**config.mk**
```make
export PLATFORM = sky130hd
export DESIGN_NAME = multicycle_ctrl
export DESIGN_NICKNAME = d
export VERILOG_FILES = /design/src/rtl/cr16_pkg.sv /design/src/rtl/cond_eval.sv /design/src/rtl/multicycle_ctrl.sv
export SDC_FILE = /design/constraint.sdc
export NUM_CORES = 1
export LEC_CHECK = 0
export BUFFER_PORTS_ARGS = -buffer_cell sky130_fd_sc_hd__buf_2
export CORE_MARGIN = 5
export CORE_UTILIZATION = 30
export CTS_BUF_LIST = sky130_fd_sc_hd__clkbuf_16
export DETAILED_ROUTE_END_ITERATION = 16
export PLACE_DENSITY = 0.69
export SLEW_MARGIN = 10
export SYNTH_ARGS = -nofsm -noshare
export SYNTH_HDL_FRONTEND = slang
export SYNTH_HIERARCHICAL = 1
export SYNTH_SLANG_ARGS = --single-unit
```
**constraint.sdc**
```tcl
create_clock -name clk -period 4.5 [get_ports clk]
set_clock_uncertainty 0.15 [all_clocks]
set_input_delay 1.35 -clock clk [delete_from_list [all_inputs] [get_ports clk]]
set_output_delay 1.35 -clock clk [all_outputs]
set_load 0.05 [all_outputs]
```
**src/rtl/cr16_pkg.sv**
```systemverilog
// Shared encodings for the CR16-style multicycle controller.
package cr16_pkg;

  typedef enum logic [2:0] {
    S_FETCH   = 3'd0,
    S_DECODE  = 3'd1,
    S_EXEC    = 3'd2,
    S_LD_ADDR = 3'd3,
    S_LD_WB   = 3'd4,
    S_ST      = 3'd5,
    S_BR      = 3'd6
  } state_t;

  typedef enum logic [2:0] {
    K_ALU, K_LOAD, K_STOR, K_BCOND, K_JCOND, K_JAL, K_NOP
  } kind_t;

  localparam logic [3:0] OPC_RTYPE   = 4'b0000;
  localparam logic [3:0] OPC_SPECIAL = 4'b0100;
  localparam logic [3:0] OPC_BCOND   = 4'b1100;
  localparam logic [3:0] OPC_LUI     = 4'b1111;

  localparam logic [3:0] EXT_LOAD  = 4'b0000;
  localparam logic [3:0] EXT_STOR  = 4'b0100;
  localparam logic [3:0] EXT_JCOND = 4'b1100;
  localparam logic [3:0] EXT_JAL   = 4'b1000;

  localparam logic [3:0] OP_AND  = 4'b0001;
  localparam logic [3:0] OP_OR   = 4'b0010;
  localparam logic [3:0] OP_XOR  = 4'b0011;
  localparam logic [3:0] OP_ADD  = 4'b0101;
  localparam logic [3:0] OP_ADDC = 4'b0111;
  localparam logic [3:0] OP_SUB  = 4'b1001;
  localparam logic [3:0] OP_SUBC = 4'b1010;
  localparam logic [3:0] OP_CMP  = 4'b1011;

  localparam logic [3:0] CC_EQ = 4'd0,  CC_NE = 4'd1,  CC_CS = 4'd2,  CC_CC = 4'd3;
  localparam logic [3:0] CC_HI = 4'd4,  CC_LS = 4'd5,  CC_GT = 4'd6,  CC_LE = 4'd7;
  localparam logic [3:0] CC_FS = 4'd8,  CC_FC = 4'd9,  CC_LO = 4'd10, CC_HS = 4'd11;
  localparam logic [3:0] CC_LT = 4'd12, CC_GE = 4'd13, CC_UC = 4'd14, CC_NV = 4'd15;

  localparam logic [1:0] WB_ALU = 2'd0;
  localparam logic [1:0] WB_MEM = 2'd1;
  localparam logic [1:0] WB_PC1 = 2'd2;

  // Instruction class from opcode and extension fields
  function automatic kind_t classify(input logic [15:0] ins);
    kind_t k;
    k = K_ALU;
    case (ins[15:12])
      OPC_SPECIAL: begin
        case (ins[7:4])
          EXT_LOAD:  k = K_LOAD;
          EXT_STOR:  k = K_STOR;
          EXT_JCOND: k = K_JCOND;
          EXT_JAL:   k = K_JAL;
          default:   k = K_NOP;
        endcase
      end
      OPC_BCOND: k = K_BCOND;
      default:   k = K_ALU;
    endcase
    return k;
  endfunction

  // ALU operations that update the PSR
  function automatic logic is_flag_op(input logic [3:0] op);
    return op inside {OP_ADD, OP_ADDC, OP_SUB, OP_SUBC, OP_CMP};
  endfunction

endpackage

```
**src/rtl/cond_eval.sv**
```systemverilog
// Branch condition evaluation against PSR flags.
module cond_eval
  import cr16_pkg::*;
(
  input  logic [3:0] cond,
  input  logic       z,
  input  logic       l,
  input  logic       n,
  input  logic       c,
  input  logic       f,
  output logic       taken
);

  // Condition table lookup
  always_comb begin
    taken = 1'b0;
    case (cond)
      CC_EQ:   taken = z;
      CC_NE:   taken = !z;
      CC_CS:   taken = c;
      CC_CC:   taken = !c;
      CC_HI:   taken = l;
      CC_LS:   taken = !l;
      CC_GT:   taken = n;
      CC_LE:   taken = !n;
      CC_FS:   taken = f;
      CC_FC:   taken = !f;
      CC_LO:   taken = !l && !z;
      CC_HS:   taken = l || z;
      CC_LT:   taken = !n && !z;
      CC_GE:   taken = n || z;
      CC_UC:   taken = 1'b1;
      default: taken = 1'b0;
    endcase
  end

endmodule

```
**src/rtl/multicycle_ctrl.sv**
```systemverilog
// Multicycle fetch/decode/execute/memory/writeback sequencer and decoder.
module multicycle_ctrl
  import cr16_pkg::*;
#(
  parameter int unsigned DATA_W     = 16,
  parameter int unsigned NREG       = 16,
  parameter bit          ZEXT_LOGIC = 1'b1,
  localparam int unsigned RW        = $clog2(NREG)
) (
  input  logic              clk,
  input  logic              reset,
  input  logic [15:0]       instr,
  input  logic              Z,
  input  logic              L,
  input  logic              N,
  input  logic              C,
  input  logic              F,
  input  logic              mem_rdy,
  output logic              pc_en,
  output logic              pc_ld,
  output logic              ir_en,
  output logic              mem_req,
  output logic              mem_we,
  output logic              addr_sel,
  output logic              reg_we,
  output logic [NREG-1:0]   reg_en,
  output logic [1:0]        wb_sel,
  output logic              imm_en,
  output logic              flag_we,
  output logic [3:0]        op,
  output logic [RW-1:0]     rsrc,
  output logic [RW-1:0]     rdest,
  output logic [DATA_W-1:0] imm,
  output logic [2:0]        state_dbg
);

  state_t            state, state_nxt;
  kind_t             kind;
  logic [3:0]        opc, ext;
  logic [3:0]        dec_op;
  logic              dec_imm_en;
  logic [DATA_W-1:0] dec_imm;
  logic [RW-1:0]     dec_rsrc, dec_rdest;
  logic [NREG-1:0]   dec_reg_en;
  logic              taken;

  assign opc        = instr[15:12];
  assign ext        = instr[7:4];
  assign kind       = classify(instr);
  assign dec_rdest  = instr[8 +: RW];
  assign dec_rsrc   = instr[0 +: RW];
  assign dec_reg_en = {{(NREG-1){1'b0}}, 1'b1} << dec_rdest;
  assign state_dbg  = state;

  cond_eval u_cond_eval (
    .cond  (instr[11:8]),
    .z     (Z),
    .l     (L),
    .n     (N),
    .c     (C),
    .f     (F),
    .taken (taken)
  );

  // ALU opcode and immediate extraction
  always_comb begin
    dec_op     = 4'd0;
    dec_imm_en = 1'b0;
    dec_imm    = '0;
    case (opc)
      OPC_RTYPE:   dec_op = ext;
      OPC_SPECIAL: dec_op = 4'd0;
      OPC_BCOND:   dec_imm = DATA_W'($signed(instr[7:0]));
      OPC_LUI: begin
        dec_op     = opc;
        dec_imm_en = 1'b1;
        dec_imm    = DATA_W'({instr[7:0], 8'h00});
      end
      default: begin
        dec_op     = opc;
        dec_imm_en = 1'b1;
        if (ZEXT_LOGIC && (opc inside {OP_AND, OP_OR, OP_XOR}))
          dec_imm = DATA_W'(instr[7:0]);
        else
          dec_imm = DATA_W'($signed(instr[7:0]));
      end
    endcase
  end

  // State register; reset parks the sequencer in FETCH
  always_ff @(posedge clk or negedge reset) begin
    if (!reset) state <= S_FETCH;
    else        state <= state_nxt;
  end

  // Next state and decoded outputs; everything forced low while in reset
  always_comb begin
    state_nxt = state;
    pc_en     = 1'b0;
    pc_ld     = 1'b0;
    ir_en     = 1'b0;
    mem_req   = 1'b0;
    mem_we    = 1'b0;
    addr_sel  = 1'b0;
    reg_we    = 1'b0;
    flag_we   = 1'b0;
    imm_en    = 1'b0;
    wb_sel    = WB_ALU;
    op        = 4'd0;
    rsrc      = '0;
    rdest     = '0;
    imm       = '0;
    reg_en    = '0;
    if (reset) begin
      if (state != S_FETCH) begin
        op     = dec_op;
        imm_en = dec_imm_en;
        imm    = dec_imm;
        rsrc   = dec_rsrc;
        rdest  = dec_rdest;
        reg_en = dec_reg_en;
      end
      case (state)
        S_FETCH: begin
          mem_req = 1'b1;
          if (mem_rdy) begin
            ir_en     = 1'b1;
            state_nxt = S_DECODE;
          end
        end
        S_DECODE: begin
          case (kind)
            K_ALU:                    state_nxt = S_EXEC;
            K_LOAD:                   state_nxt = S_LD_ADDR;
            K_STOR:                   state_nxt = S_ST;
            K_BCOND, K_JCOND, K_JAL:  state_nxt = S_BR;
            default: begin
              pc_en     = 1'b1;
              state_nxt = S_FETCH;
            end
          endcase
        end
        S_EXEC: begin
          reg_we    = (dec_op != OP_CMP);
          flag_we   = is_flag_op(dec_op);
          pc_en     = 1'b1;
          state_nxt = S_FETCH;
        end
        S_ST: begin
          mem_req  = 1'b1;
          mem_we   = 1'b1;
          addr_sel = 1'b1;
          if (mem_rdy) begin
            pc_en     = 1'b1;
            state_nxt = S_FETCH;
          end
        end
        S_LD_ADDR: begin
          mem_req  = 1'b1;
          addr_sel = 1'b1;
          if (mem_rdy) state_nxt = S_LD_WB;
        end
        S_LD_WB: begin
          reg_we    = 1'b1;
          wb_sel    = WB_MEM;
          pc_en     = 1'b1;
          state_nxt = S_FETCH;
        end
        S_BR: begin
          if (kind == K_JAL) begin
            reg_we = 1'b1;
            wb_sel = WB_PC1;
          end
          if ((kind == K_JAL) || taken) pc_ld = 1'b1;
          else                          pc_en = 1'b1;
          state_nxt = S_FETCH;
        end
        default: state_nxt = S_FETCH;
      endcase
    end
  end

endmodule

```
==> metrics.txt, run 1 <==
max-slew violations=0; r2r startpoint=state_dbg[1]; slew margin rel.=51.94%; Mapped Area=0.001176 mm²; CP max-delay cell=or4_4; Overall Power=905.2 µW; nets=287; met3 global-route usage=1.515%; net load switching power=567.7 µW; RSZ-0062 raised after global routing=true; Via Count=1,558; Synth cell types=55; XOR/XNOR Fraction of Synth Area=3.723%; clk_lat worst skew=220 ps; ANT nets after route=0; Max clock buf depth=2; r2r endpoint=state_dbg[2]; worst path bufs/invs=3; Layout Utilization=48.08%; r2r setup slk=2830 ps; first-pass GRT wire length=6.196 mm; Worst-path clk slew=30 ps; CP required=3000 ps; Tightest Pin Transition=716.6 ps; Post-synth EDFFs=0; num rows=22; sequential fraction of the synthesis area=6.383%; CP endpoint kind=output port; Starting Density=31.65%; htree depth=1; ys async rst share=100.0%; P&R area growth vs syn=51.91%; Clk pwr share=15.3%; initial antenna violation count=0; DR WL/cell=12.90 µm; outcome=finished, violations left; core box area=0.003716 mm²; complex-gate fraction of the synthesized area=27.55%; DP Wirelength=3.113 mm; syn_area_per_cell=6.498 µm²; Final Cycle Share=100.3%; Period minus WS final=4512 ps; warning count from the yosys run=6; Simple-Gate Fraction of Synth Area=50.85%; CP Launch Type=input port; Syn Nets=205; largest net degree at the start of global routing=20; crit path DAT=3010 ps; CTS buffer count=3; post-synthesis mux area share=1.702%; Final Setup Violations=1; critical path cell sequence=buf_4 -> buf_6 -> o21a_1 -> o311a_1 -> or4_4 -> a21oi_4 -> o2111a_2 -> buf_8; adder-cell share of the synthesized area=0%; min-delay worst type=flop to flop; GRT Total Usage=14.14%; GR peak layer=met2; R2R cell count=4; Crit path largest cell delay=430 ps; max-cap viol count=0; CP top delay family=compound AO/OA/AOI/OAI gates; final worst setup slack=-12.14 ps; cell depth of the worst hold path=2; root buffer cell=clkbuf_16; antenna cells=0; Setup TNS=-12.14 ps; area of the multi-input gates=0.001035 mm²; WS Path Type=input port to output port; Iter 0 DRT Violations=71; Vias/cell=5.026; Gate Count Post-Synth=181; Routed WL=3.999 mm; Die Width=72.62 µm; met2 usage=23.75%; CTS sink count=3; CP Max Fanout=6; DIE AREA=0.005273 mm²; cts hold-fix bufs=0; # fillers=399; Leak=0.0008770 µW; register bit total from synthesis=3; top cell types by occurrence after synthesis=nor2_1, and2_1, nand2_1; switch share=62.71%; Yosys top cell by area=and2_1; failing checks=setup timing; Yosys top cell area share=10.11%; max reg flops=3; Internal=337.6 µW; Area contributors post-synth=and2_1, nor2_1, dfrtp_1, nand2_1, a21oi_1; cell area power density=506.7 mW/mm²; layout cells sized above 1=45.04%; CTS tree=done; combinational share of power=75.4%; Hold Fails Final Rpt=0; DRC=0; Area after DPL=0.001652 mm²; sequential share of power=9.3%; ys flop type=dfrtp_1; hold endpoint=state_dbg[2]; drt pass-1 iters=4; grt met1 use=18.21%; DP Worst Slack=-184.2 ps; Die Y=72.62 µm; VDD IR max=0.2724 mV; sequential standard cell area=75.07 µm²; cell area after layout=0.001787 mm²; I/O Pins=82; Placer Congestion=0.8161; Port Buf Inserts=81; total congestion overflow=0; main combinational cell family by area after synthesis=simple AND/OR/NAND/NOR gates; cell with the most instances after synthesis=nor2_1; number of global-route vias before repair=1,347; f_max=0.2216 GHz; min-delay src=state_dbg[0]
## cells in the final DEF (no fill, tap or decap), types with 2 or more instances in the layout
cell type / n
nand3_1: 3
nor2_1: 22
nor2b_1: 5
a211oi_2: 2
a32oi_1: 2
nor4_1: 2
buf_2: 79
or2_1: 3
nor4b_1: 4
and2_1: 19
nor3_1: 7
a21oi_1: 10
dfrtp_1: 3
and3_1: 3
o311a_1: 2
nor4_2: 2
nand2_1: 16
buf_4: 13
clkbuf_16: 3
o21ai_0: 8
xor2_1: 4
nand2b_1: 5
nor3_2: 2
inv_1: 5
nor3b_1: 4
mux2i_1: 2
## kinds of logic after synthesis
family	Yosys count
AND/OR/NAND/NOR	106
AO/OA/AOI/OAI	43
buffers and inverters	22
XOR/XNOR	5
flip-flops	3
multiplexers	2
## worst max path at each step
stage                    from     to  slack, ps  depth (start not counted)
CTS                 instr[10]  pc_en        -40                          8
global route        instr[10]  pc_en        -50                          8
global placement            N  pc_en       -170                          7
floorplan           instr[10]  pc_en          8                          7
detailed placement          N  pc_en       -180                          7
finish              instr[10]  pc_en        -10                          8
## power groups by stage
stage	clock network (µW)	logic (µW)	registers, µW
floorplan	0	519	89.6
global placement	0	669	84.8
detailed placement	0	671	84.8
CTS	140	685	84.7
global route	145	721	89.4
finish	138	682	84.6
## final cells by class
type | count | area share, %
Inverter | 5 | 1.050
Clock inverter | 1 | 0.2101
Timing Repair Buffer | 94 | 29.06
Clock buffer | 3 | 4.202
Multi-Input combinational cell | 156 | 57.91
Tap cell | 48 | 3.361
Sequential cell | 3 | 4.202
## metrics by stage
stage / instances / hold slack (ps)
4_1_cts: 310 / 702.5
6_report: 310 / 702.8
3_5_place_dp: 304 / 699.4
5_1_grt: 310 / 761.9
2_1_floorplan: 181 / 725.9
3_3_place_gp: 304 / 678.6
## per-layer routing
layer / wire, µm / up-vias / share of wire, %
li1: - / 808 / -
met1: 1739 / 696 / 43
met2: 1911 / 50 / 48
met3: 288 / 4 / 7.2
met4: 59 / 0 / 1.5
met5: 0 / - / 0
## what timing repair did
| action | in CTS | in global routing |
|---|---|---|
| endpoints found under the hold margin | 0 | 0 |
| buffers inserted | 2 | 0 |
| resized for setup | 8 | 2 |
| pin swaps | 2 | 2 |
| endpoints found under the setup margin | 2 | 1 |
## worst min-delay path: cells and delay by family, from the launching register on
kind                   cells  cell delay [ps]
buffers and inverters      1              190
AOI/OAI and AO/OA          1              100
DFF                        1              510
No activity file was read; power rests on OpenSTA's default activity.
==> run 2: changes to the inputs <==
Settings changed: PLACE_DENSITY 0.69 to 0.7, SYNTH_HIERARCHICAL 1 to default.
==> metrics.txt, run 2 <==
DIE AREA=0.004894 mm² (was 0.005273 mm²); Max clock buf depth=2 (unchanged); f_max=0.2275 GHz (was 0.2216 GHz); Mapped Area=0.001079 mm² (was 0.001176 mm²); RSZ-0062 raised after global routing=false (was true); max reg flops=3 (unchanged); min-delay worst type=flop to flop (unchanged); Post-synth EDFFs=0 (unchanged); final worst setup slack=104.2 ps (was -12.14 ps); max-cap viol count=0 (unchanged); slew margin rel.=51.93% (was 51.94%); core box area=0.003416 mm² (was 0.003716 mm²); Yosys top cell area share=10.44% (was 10.11%); htree depth=1 (unchanged); I/O Pins=82 (unchanged); CTS buffer count=3 (unchanged); antenna cells=0 (unchanged); Final Setup Violations=0 (was 1); DP Wirelength=3.154 mm (was 3.113 mm); ys flop type=dfrtp_1 (unchanged); root buffer cell=clkbuf_16 (unchanged); CTS sink count=3 (unchanged); CP Launch Type=input port (unchanged); register bit total from synthesis=3 (unchanged); top cell types by occurrence after synthesis=nor2_1, nand2_1, and2_1 (was nor2_1, and2_1, nand2_1); cell with the most instances after synthesis=nor2_1 (unchanged); nets=289 (was 287); Tightest Pin Transition=716.7 ps (was 716.6 ps); Via Count=1,569 (was 1,558); GRT Total Usage=15.38% (was 14.14%); Period minus WS final=4396 ps (was 4512 ps); Routed WL=3.883 mm (was 3.999 mm); min-delay src=state_dbg[2] (was state_dbg[0]); WS Path Type=input port to output port (unchanged); drt pass-1 iters=4 (unchanged); CTS tree=done (unchanged); post-CTS setup buffer count=0 (was 2); Final Cycle Share=97.68% (was 100.3%); crit path DAT=2900 ps (was 3010 ps); Simple-Gate Fraction of Synth Area=52.09% (was 50.85%); main combinational cell family by area after synthesis=simple AND/OR/NAND/NOR gates (unchanged); number of global-route vias before repair=1,385 (was 1,347); CP Max Fanout=8 (was 6); non-filler cells in the finished layout=310 (unchanged); max-slew violations=0 (unchanged); sequential fraction of the synthesis area=6.961% (was 6.383%); complex-gate fraction of the synthesized area=31.79% (was 27.55%); warning count from the yosys run=0 (was 6); Starting Density=31.58% (was 31.65%); Iter 0 DRT Violations=102 (was 71); DRC=0 (unchanged); Yosys top cell by area=and2_1 (unchanged); Syn Nets=211 (was 205); adder-cell share of the synthesized area=0% (unchanged); ANT nets after route=0 (unchanged); Port Buf Inserts=81 (unchanged); CP max-delay cell=or4_1 (was or4_4); CP required=3000 ps (about the same); initial antenna violation count=0 (unchanged); Die Y=69.96 µm (was 72.62 µm); commonest cells after routing, fill and taps aside=buf_2, nand2_1, nor2_1, and2_1, a21oi_1 (was buf_2, nor2_1, and2_1, nand2_1, buf_4); Gate Count Post-Synth=187 (was 181); DP Worst Slack=101.2 ps (was -184.2 ps); cell area power density=522.2 mW/mm² (was 506.7 mW/mm²); Synth cell types=42 (was 55); outcome=complete, no violations (was finished, violations left); layout cells sized above 1=37.88% (was 45.04%); first-pass GRT wire length=6.513 mm (was 6.196 mm); post-synthesis mux area share=0.9281% (was 1.702%); P&R area growth vs syn=51.28% (was 51.91%); Vias/cell=5.061 (was 5.026); r2r startpoint=state_dbg[1] (unchanged); Die Width=69.96 µm (was 72.62 µm); Hold Fails Final Rpt=0 (unchanged); worst path bufs/invs=2 (was 3); CP endpoint kind=output port (unchanged); largest net degree at the start of global routing=16 (was 20); ys async rst share=100.0% (unchanged); critical path cell sequence=buf_2 -> nor4b_1 -> nor2_1 -> or4_1 -> a21oi_1 -> a311oi_2 -> buf_4 (was buf_4 -> buf_6 -> o21a_1 -> o311a_1 -> or4_4 -> a21oi_4 -> o2111a_2 -> buf_8); most common cell after layout, fill and taps aside=buf_2 (unchanged); Placer Congestion=0.8503 (was 0.8161); num rows=21 (was 22); crit path launch=instr[13] (was instr[10]); syn_area_per_cell=5.768 µm² (was 6.498 µm²); Leak=0.0008265 µW (was 0.0008770 µW); clk_lat worst skew=220 ps (about the same); total congestion overflow=0 (unchanged); Post-Place Cells=306 (was 304); DR WL/cell=12.53 µm (was 12.90 µm); Area contributors post-synth=and2_1, nor2_1, nand2_1, a21oi_1, dfrtp_1 (was and2_1, nor2_1, dfrtp_1, nand2_1, a21oi_1); Crit path largest cell delay=510 ps (was 430 ps); Worst-path clk slew=30 ps (about the same); VDD IR max=0.2096 mV (was 0.2724 mV); XOR/XNOR Fraction of Synth Area=0.8121% (was 3.723%); CP top delay family=simple AND/OR/NAND/NOR gates (was compound AO/OA/AOI/OAI gates)
==> run 2: changes by cell type in the layout (fill, tap and decap cells not counted), sizes merged, moves of 4 or more <==
cell and delta:
a21oi +5, buf -8, nand2 +12, nor2 +7
nor3 -5, nor4b -4, xor2 -4
==> run 2: final timing paths <==
check / end / slack (ps) / cells past startpoint
min in group asynchronous: state_dbg[1] / 810 / 1
worst min-delay path: state_dbg[2] / 620 / 2
worst min register to register: state_dbg[2] / 620 / 2
worst max-delay path: reg_we / 100 / 7
max in group asynchronous: state_dbg[2] / 3100 / 2
worst max register to register: state_dbg[0] / 2760 / 4
==> run 2: cell type report <==
type / count / area (µm²)
Multi-Input combinational cell: 164 / 948.4
Tap cell: 46 / 57.56
Sequential cell: 3 / 75.07
Clock inverter: 1 / 3.754
Clock buffer: 3 / 75.07
Inverter: 7 / 26.28
Fill cell: 373 / 1784
Timing Repair Buffer: 86 / 445.4
==> run 2: what timing repair did <==
item / in CTS / in global routing
setup endpoints to repair: 0 / 1
gates resized for setup: 0 / 2
hold buffers: 0 / 0
==> run 2: tightest hold or removal path, stage by stage (launching register included) <==
cell and delay, ps:
dfrtp_1 540, nand2_1 120, o31ai_1 50
==> run 2: cells by family (layout without fill, tap and decap cells) <==
| logic type | Yosys count | in the layout |
|---|---|---|
| simple gates | 110 | 110 |
| mux | 1 | 1 |
| xor+xnor | 1 | 1 |
| buf+inv | 20 | 97 |
| flops | 3 | 3 |
| compound gates | 52 | 52 |
==> run 2: routing by layer <==
layer | vias to the layer above | GRT usage [%] | part of all wire [%]
met2 | 65 | 25.71 | 45
li1 | 819 | - | -
met5 | - | 0 | 0
met1 | 685 | 20.92 | 46
met3 | 0 | 3.443 | 9.1
met4 | 0 | 1.277 | 0
==> run 2: report_power, final <==
part	internal, µW	switching [µW]	leakage, µW
registers	37.0	43.8	0.0000396
logic	156	477	0.000745
clock network	114	23.2	0.0000423
==> run 2: per-stage QoR <==
| step | cell area [µm²] | hold WS (ps) | utilization, % | setup TNS [ps] | total power [µW] |
|---|---|---|---|---|---|
| after global routing | 1632 | 668.7 | 47.77 | 0 | 904.2 |
| after global placement | 1550 | 616.2 | 45.38 | 0 | 714.9 |
| after CTS | 1629 | 628.2 | 47.69 | 0 | 857.6 |
| after floorplan | 1104 | 748.3 | - | -342.0 | 568.0 |
| after detailed placement | 1550 | 627.1 | 45.38 | 0 | 716.6 |
| final | 1632 | 615.6 | 47.77 | 0 | 852.1 |
==> run 3: changes to the inputs <==
Settings changed: ABC_AREA from default to 1, CORE_UTILIZATION 30 to 41, PLACE_DENSITY 0.7 to 0.89.
==> metrics.txt, run 3 <==
Post-Place Cells=322 (was 306); GRT Total Usage=20.88% (was 15.38%); DP Worst Slack=335.7 ps (was 101.2 ps); Final Hold Slack=535.3 ps (was 615.6 ps); crit path DAT=2690 ps (was 2900 ps); drt pass-1 iters=4 (unchanged); htree depth=1 (unchanged); syn_area_per_cell=5.145 µm² (was 5.768 µm²); root buffer cell=clkbuf_16 (unchanged); core box area=0.002522 mm² (was 0.003416 mm²); RSZ-0062 raised after global routing=false (unchanged); sequential fraction of the synthesis area=6.818% (was 6.961%); CTS sink count=3 (unchanged); num rows=18 (was 21); register bit total from synthesis=3 (unchanged); layout cells sized above 1=41.55% (was 37.88%); initial antenna violation count=0 (unchanged); cts hold-fix bufs=0 (unchanged); Layout Utilization=64.88% (was 47.77%); Via Count=1,695 (was 1,569); max reg flops=3 (unchanged); Worst-path clk slew=30 ps (about the same); Hold Fails Final Rpt=0 (unchanged); post-CTS setup buffer count=0 (unchanged); Period minus WS final=4188 ps (was 4396 ps); Crit path largest cell delay=270 ps (was 510 ps); CP Max Fanout=4 (was 8); non-filler cells in the finished layout=326 (was 310); cell with the most instances after synthesis=nor2_1 (unchanged); DIE AREA=0.003822 mm² (was 0.004894 mm²); critical path cell sequence=buf_2 -> nor2_4 -> nand2_2 -> nor2_4 -> nand2_2 -> nor2_2 -> nand2_1 -> o21ai_1 -> nor2_1 -> a21oi_2 -> buf_2 (was buf_2 -> nor4b_1 -> nor2_1 -> or4_1 -> a21oi_1 -> a311oi_2 -> buf_4); CP max-delay cell=buf_2 (was or4_1); Final Cycle Share=93.07% (was 97.68%); Syn Nets=238 (was 211); number of global-route vias before repair=1,512 (was 1,385); CP Launch Type=input port (unchanged); DP Wirelength=3.108 mm (was 3.154 mm); ys flop type=dfrtp_1 (unchanged); Gate Count Post-Synth=214 (was 187); Placer Congestion=0.9569 (was 0.8503); worst path bufs/invs=2 (unchanged); Port Buf Inserts=81 (unchanged); max-cap viol count=0 (unchanged); cell area after layout=0.001637 mm² (was 0.001632 mm²); top cell types by occurrence after synthesis=nor2_1, inv_1, nand2_1 (was nor2_1, nand2_1, and2_1); outcome=complete, no violations (unchanged); post-CTS sizing=0 (unchanged); max-slew violations=0 (unchanged); antenna cells=0 (unchanged); commonest cells after routing, fill and taps aside=buf_2, nor2_1, inv_1, nand2_1, nor3_1 (was buf_2, nand2_1, nor2_1, and2_1, a21oi_1); Area after DPL=0.001558 mm² (was 0.001550 mm²); largest net degree at the start of global routing=38 (was 16); CP top delay family=simple AND/OR/NAND/NOR gates (unchanged); Synth cell types=29 (was 42); final worst setup slack=311.9 ps (was 104.2 ps); I/O Pins=82 (unchanged); Post-synth EDFFs=0 (unchanged); first-pass GRT wire length=6.306 mm (was 6.513 mm); CTS buffer count=3 (unchanged); slew margin rel.=74.17% (was 51.93%); Yosys top cell area share=13.64% (was 10.44%); warning count from the yosys run=0 (unchanged); Leak=0.0009834 µW (was 0.0008265 µW); CTS tree=done (unchanged); WS Path Type=input port to output port (unchanged); P&R area growth vs syn=48.64% (was 51.28%); f_max=0.2388 GHz (was 0.2275 GHz); clk_lat worst skew=220 ps (about the same); Yosys top cell by area=nor2_1 (was and2_1); Tightest Pin Transition=386.0 ps (was 716.7 ps); Die Width=61.82 µm (was 69.96 µm); Starting Density=43.65% (was 31.58%); cell area power density=516.3 mW/mm² (was 522.2 mW/mm²); Iter 0 DRT Violations=118 (was 102); CP endpoint kind=output port (unchanged); Vias/cell=5.199 (was 5.061); ys async rst share=100.0% (unchanged); ANT nets after route=0 (unchanged); VDD IR max=0.6316 mV (was 0.2096 mV); Routed WL=3.849 mm (was 3.883 mm); total congestion overflow=0 (unchanged); Final Setup Violations=0 (unchanged); DRC=0 (unchanged); min-delay worst type=flop to flop (unchanged); CP required=3000 ps (about the same); Die Y=61.82 µm (was 69.96 µm); nets=321 (was 289); Max clock buf depth=2 (unchanged); Mapped Area=0.001101 mm² (was 0.001079 mm²); Area contributors post-synth=nor2_1, inv_1, nand2_1, nor3_1, nand3_1 (was and2_1, nor2_1, nand2_1, a21oi_1, dfrtp_1); most common cell after layout, fill and taps aside=buf_2 (unchanged); DR WL/cell=11.81 µm (was 12.53 µm)
## run 3: cell types whose count changed after synthesis, moves of 5 or more
cell / before / now
nor2_2: 0 / 7
nand3_1: 4 / 18
clkbuf_1: 9 / 0
nor3b_1: 5 / 0
nor2_1: 30 / 40
nor2b_1: 5 / 0
inv_2: 0 / 10
o21ai_0: 12 / 2
o21ai_1: 0 / 11
inv_1: 7 / 31
and2_1: 18 / 0
nor3_1: 2 / 20
nand2_2: 0 / 5
## run 3: power by group
part | internal, µW | leakage [µW] | switching, µW | total (µW)
Combinational | 136 | 0.000902 | 514 | 650
Sequential | 38.6 | 0.0000391 | 17.7 | 56.3
Clock | 115 | 0.0000423 | 24.1 | 139
## run 3: final timing paths
path                               from           end  slack, ps  depth (start not counted)
max in group asynchronous         reset  state_dbg[0]       3230                          1
min reg2reg                state_dbg[0]  state_dbg[0]        540                          2
max reg2reg                state_dbg[2]  state_dbg[0]       2880                          7
max                           instr[12]         pc_en        310                         11
min                        state_dbg[0]  state_dbg[0]        540                          2
min in group asynchronous         reset  state_dbg[1]        810                          1
## run 3: through the flow
stage,power [µW],TNS (ps)
CTS,842.9,0
finish,844.9,0
detailed placement,699.6,0
global route,887.5,0
floorplan,569.1,-96.11
global placement,692.1,0
## run 3: per-layer routing
metal  vias to the layer above  track usage [%]  share of wire, %
met1                       755            26.20                41
met4                         0            2.727              0.47
met2                        72            37.52                50
met3                         2            4.339               8.7
li1                        866                -                 -
met5                         -                0                 0
## run 3: cells by family (layout without fill, tap and decap cells)
family	Yosys count	in the layout	synth area share [%]
compound gates	35	35	20.11
xor+xnor	1	1	0.7956
flops	3	3	6.818
buf+inv	45	127	16.36
simple gates	130	130	55.91
## run 3: cell type report
cell class | instances | area (µm²)
tap | 30 | 37.54
multi-input combinational | 166 | 878.3
clock inverter | 1 | 3.754
timing repair buffer | 82 | 412.9
inverter | 41 | 153.9
sequential | 3 | 75.07
fill | 241 | 885.9
clock buffer | 3 | 75.07
## run 3: worst reg2reg max path, cell delays in order (launching register included)
cell     delay [ps]
dfrtp_1         420
inv_2           150
nor2_1           60
inv_1           130
nand2_1          80
o22ai_2         220
nand3_1         130
o22ai_1         190
